<file path="src/rtl/decode_stage.sv">
// Instruction decode: field split, 32x16 register file with writeback bypass,
// busy-bit scoreboard for RAW/WAW interlock, and the ID/EX pipeline register.
module decode_stage #(
  parameter int NUM_REGS = 32,
  parameter int DATA_W   = 16
) (
  input  logic              clk,
  input  logic              reset,
  input  logic [31:0]       instr,
  input  logic              instr_valid,
  input  logic [DATA_W-1:0] npc_in,
  input  logic              flush,
  input  logic              wb_en,
  input  logic [4:0]        wb_index,
  input  logic [DATA_W-1:0] wb_data,
  output logic              stall_out,
  output logic [4:0]        control_in_ex,
  output logic [4:0]        dest_index,
  output logic [DATA_W-1:0] reg1_data,
  output logic [DATA_W-1:0] reg2_data,
  output logic [DATA_W-1:0] npc,
  output logic [6:0]        immediate,
  output logic              ex_valid
);

  logic [DATA_W-1:0]   rf [NUM_REGS];
  logic [NUM_REGS-1:0] busy;
  logic [NUM_REGS-1:0] clr;
  logic [NUM_REGS-1:0] set;
  logic [NUM_REGS-1:0] busy_eff;

  logic [4:0] opc;
  logic [4:0] rd;
  logic [4:0] rs1;
  logic [4:0] rs2;
  logic [6:0] imm;
  logic       use1;
  logic       use2;
  logic       wr;
  logic       src_hz;
  logic       waw;
  logic       hazard;
  logic       issue;
  logic       unused_bits;

  logic [DATA_W-1:0] op1;
  logic [DATA_W-1:0] op2;

  assign opc = instr[31:27];
  assign rd  = instr[26:22];
  assign rs1 = instr[21:17];
  assign rs2 = instr[16:12];
  assign imm = instr[6:0];
  assign unused_bits = ^instr[11:7];

  // 00000 is NOP, 00011 (ADDI) has no rs2, 1xxxx never writes rd
  assign use1 = |opc;
  assign use2 = |opc && (opc != 5'd3);
  assign wr   = |opc && !opc[4];

  assign clr = wb_en ? (NUM_REGS'(1) << wb_index) : '0;
  assign busy_eff = busy & ~clr;

  assign src_hz = (use1 && busy_eff[rs1]) ||
                  (use2 && busy_eff[rs2]);
  assign waw    = wr && busy[rd];
  assign hazard = instr_valid && !flush && (src_hz || waw);
  assign issue  = instr_valid && !flush && !hazard;
  assign stall_out = hazard;

  assign set = (issue && wr && (rd != 5'd0)) ?
               (NUM_REGS'(1) << rd) : '0;

  always_comb begin
    op1 = rf[rs1];
    if (rs1 == 5'd0)
      op1 = '0;
    else if (wb_en && (wb_index == rs1))
      op1 = wb_data;
  end

  always_comb begin
    op2 = rf[rs2];
    if (rs2 == 5'd0)
      op2 = '0;
    else if (wb_en && (wb_index == rs2))
      op2 = wb_data;
  end

  always_ff @(posedge clk) begin
    if (wb_en && (wb_index != 5'd0))
      rf[wb_index] <= wb_data;
  end

  // OR-ing set after the clear lets a same-cycle issue win
  always_ff @(posedge clk or posedge reset) begin
    if (reset)
      busy <= '0;
    else
      busy <= ((busy & ~clr) | set) & ~NUM_REGS'(1);
  end

  always_ff @(posedge clk or posedge reset) begin
    if (reset) begin
      control_in_ex <= '0;
      dest_index    <= '0;
      reg1_data     <= '0;
      reg2_data     <= '0;
      npc           <= '0;
      immediate     <= '0;
      ex_valid      <= 1'b0;
    end else if (flush || hazard || !instr_valid) begin
      control_in_ex <= '0;
      dest_index    <= '0;
      reg1_data     <= '0;
      reg2_data     <= '0;
      npc           <= '0;
      immediate     <= '0;
      ex_valid      <= 1'b0;
    end else begin
      control_in_ex <= opc;
      dest_index    <= rd;
      reg1_data     <= op1;
      reg2_data     <= op2;
      npc           <= npc_in;
      immediate     <= imm;
      ex_valid      <= 1'b1;
    end
  end

endmodule

</file>
<file path="config.mk">
export PLATFORM = sky130hd
export DESIGN_NAME = decode_stage
export DESIGN_NICKNAME = d
export VERILOG_FILES = /design/src/rtl/decode_stage.sv
export SDC_FILE = /design/constraint.sdc
export NUM_CORES = 1
export LEC_CHECK = 0
export CELL_PAD_IN_SITES_DETAIL_PLACEMENT = 0
export CELL_PAD_IN_SITES_GLOBAL_PLACEMENT = 1
export CORE_MARGIN = 2
export CORE_UTILIZATION = 57
export CTS_BUF_LIST = sky130_fd_sc_hd__clkbuf_16
export CTS_CLUSTER_DIAMETER = 50
export CTS_CLUSTER_SIZE = 14
export DETAILED_ROUTE_END_ITERATION = 8
export GPL_TIMING_DRIVEN = 0
export HOLD_SLACK_MARGIN = 0.06
export MAX_ROUTING_LAYER = met4
export PLACE_DENSITY = 0.95
export SETUP_SLACK_MARGIN = 0.5
export SYNTH_ARGS = -nofsm -noshare
export SYNTH_HDL_FRONTEND = slang
export SYNTH_SLANG_ARGS = --single-unit
</file>
<file path="constraint.sdc">
create_clock -name clk -period 6.7 [get_ports clk]
set_clock_uncertainty 0.2 [all_clocks]
set_input_delay 0.67 -clock clk [delete_from_list [all_inputs] [get_ports clk]]
set_output_delay 0.67 -clock clk [all_outputs]
set_load 0.005 [all_outputs]
</file>
==> impl_results.md <==
* Cell Rows at 82
* CTS tree: yes
* Final Cell Area at 33600 µm²
* CP max FO at 10
* Mean Syn Cell Area at 17.4 µm²
* Routed wire per std cell at 35.3 µm
* PnR Total Power at 8.45 mW
* Sequential area share after synthesis at 61.3%
* Period minus WS final at 5.82 ns
* TritonCTS buffer count at 59
* Final HPWL DP at 63.3 mm
* Max-cap violations at 0
* Initial antenna violation count at 3
* Slew @ Worst Pin at 1.42 ns
* Register area at 17800 µm²
* Met2 Usage GRT at 55.3%
* GR Util met3 at 10.7%
* Asr flop ratio synth at 15.9%
* Synthesis-to-layout area growth at 15.6%
* Area contributors post-synth: edfxtp_1 (53%), mux4_2 (23%), dfrtp_1 (8.4%)
* Postcts setup bufs at 0
* Final hold vios at 0
* Power per cell area at 251 nW/µm²
* Max IR drop VDD at 214 µV
* Die H at 230 µm
* RSZ-0062 raised after global routing: false
* Die X at 230 µm
* Global-route usage over all layers at 36.7%
* Final setup fails at 0
* GPL Wtd Cong at 0.991
* Relative slew slack at 5.06%
* Routed Antenna Nets at 0
* CTS clk-pin slew, worst paths at 0.07 ns
* Clk root buf: clkbuf_16
* FF-to-FF setup slack at 3.70 ns
* Cell taking the most area after synthesis: edfxtp_1
* Layout Utilization at 66.8%
* Cell Area, Placed at 31800 µm²
* Cells on worst reg2reg path at 8
* DRT Pass-1 Iters at 8
* Met1 usage at 47.6%
* Critical Path RT at 5.83 ns
* GR Overflow Total at 0
* Layout cells sized above 1 at 27.5%
* Placeable Area at 50300 µm²
* Synth Flop Type: edfxtp_1
* Count leader, synth: edfxtp_1
* Setup TNS at 0 ns
* DRT Wirelength at 92.5 mm
* Drt via density at 7.27
* Static Leak at 11.4 nW
* Yosys warns at 0
* Max-slew violations at 0
* Area of the multi-input gates at 10700 µm²
* Initial core utilization at 57.8%
* Fmax at 172 MHz
* Via count at 19000
* DIE AREA at 52800 µm²
* Post-synth EDFFs at 512
* Crit start category: input port
* Critical path arrival at 4.95 ns
* Fillers at 3250
* Grt peak-use layer: met2
* Status: finished, final reports clean
* DRC Markers at 0
* Global-route wire length before repair at 133 mm
* Largest net degree at the start of global routing at 73
* I/O pins at 141
* Final period utilization at 86.9%
* Port Buffers at 130
* Initial DRC count at 3310
* Max clock buf depth at 3
* Worst Setup EP: stall_out
* CP Class: in -> out
* Flops & latches, synth at 609
* Gate count of the mapped netlist at 1669
* CTS resizes at 0
* Worst reg2reg startpoint: busy[22]
* Clock Sinks at 609
* H-tree depth at 2
* Hold crit path type: in -> async
* Hold-fix buffer count after cts at 0
* CP startpoint: wb_index[3]
* Netlist cell types at 59
* Synth top area share at 52.9%
* R2R Path End: reg2_data[3]
* Element type at the critical path end: output port
* Layout Nets at 1981
* Vias in the first global route at 19000
* Worst skew pair latency at 0.64 ns
* Synth top cells by count: edfxtp_1 (512), mux4_2 (298), dfrtp_1 (97), mux2i_1 (96)
* Synthesized area at 29100 µm²
power breakdown:
part | internal, mW | switching [mW]
Combinational | 0.395 | 0.593
Sequential | 4.19 | 0.0488
Clock | 1.73 | 1.49
Total | 6.31 | 2.13
cells by family (layout without fill, tap and decap cells):
family          count (synthesis)  in the layout  share of synthesized area [%]
simple gates                  319            319                           5.31
flops                         609            609                           61.3
mux                           408            408                           26.9
other cells                     1             17                         0.0129
buf+inv                       153            414                           2.52
xor+xnor                       13             13                          0.392
compound gates                166            166                           3.55
cell type report:
| class | count | area share (%) |
|---|---|---|
| Inverter | 8 | 0.0968 |
| Tap cell | 672 | 2.50 |
| Timing Repair Buffer | 162 | 5.22 |
| Buffer | 145 | 2.09 |
| Clock inverter | 40 | 0.983 |
| Multi-Input combinational cell | 922 | 31.7 |
| Clock buffer | 59 | 4.39 |
| Sequential cell | 609 | 53.0 |
| Antenna cell | 1 | 0.00745 |
registers in the layout, summed over array words and instances, names as in the netlist:
signal and count:
busy 31, control_in_ex 5, dest_index 5, ex_valid 1
immediate 7, npc 16, reg1_data 16, reg2_data 16
rf 512
worst max-delay path: stages:
cell and delay, ns:
clkdlybuf4s50_1 0.52, buf_2 0.27, nand4_1 0.73, nor2_2 0.95, o32a_1 0.30, a211oi_1 0.08
nand3_1 0.28, nand4_2 0.25, buf_4 0.27, and2_1 0.17, clkdlybuf4s50_1 0.44
layer usage:
| layer | vias up | wire (µm) |
|---|---|---|
| li1 | 7356 | - |
| met1 | 9627 | 32100 |
| met2 | 1708 | 42700 |
| met3 | 329 | 13000 |
| met4 | 0 | 4700 |
| met5 | - | 0 |
cells in the final DEF (no fill, tap or decap), types with 57 or more instances in the layout:
cell type	count
buf_2	60
clkbuf_1	64
clkbuf_16	59
clkdlybuf4s50_1	118
dfrtp_1	97
edfxtp_1	512
mux2i_1	96
mux4_2	298
nand2_1	88
nor2_1	57
worst min path at each step:
stage	end	slack (ns)	depth (start not counted)
6_report	reg1_data[15]	0.18	2
5_1_grt	ex_valid	0.20	2
3_3_place_gp	busy[30]	0.37	2
4_1_cts	reg1_data[6]	0.17	2
2_1_floorplan	busy[2]	0.29	2
3_5_place_dp	busy[30]	0.37	2
per-stage QoR:
stage	hold WS (ns)	instances	setup slack [ns]
finish	0.176	2618	0.878
detailed placement	0.369	2518	1.07
floorplan	0.292	1684	2.83
global placement	0.367	2486	0.00729
global route	0.205	2618	0.893
CTS	0.171	2617	1.07
Power figures use the tool's default switching activity.
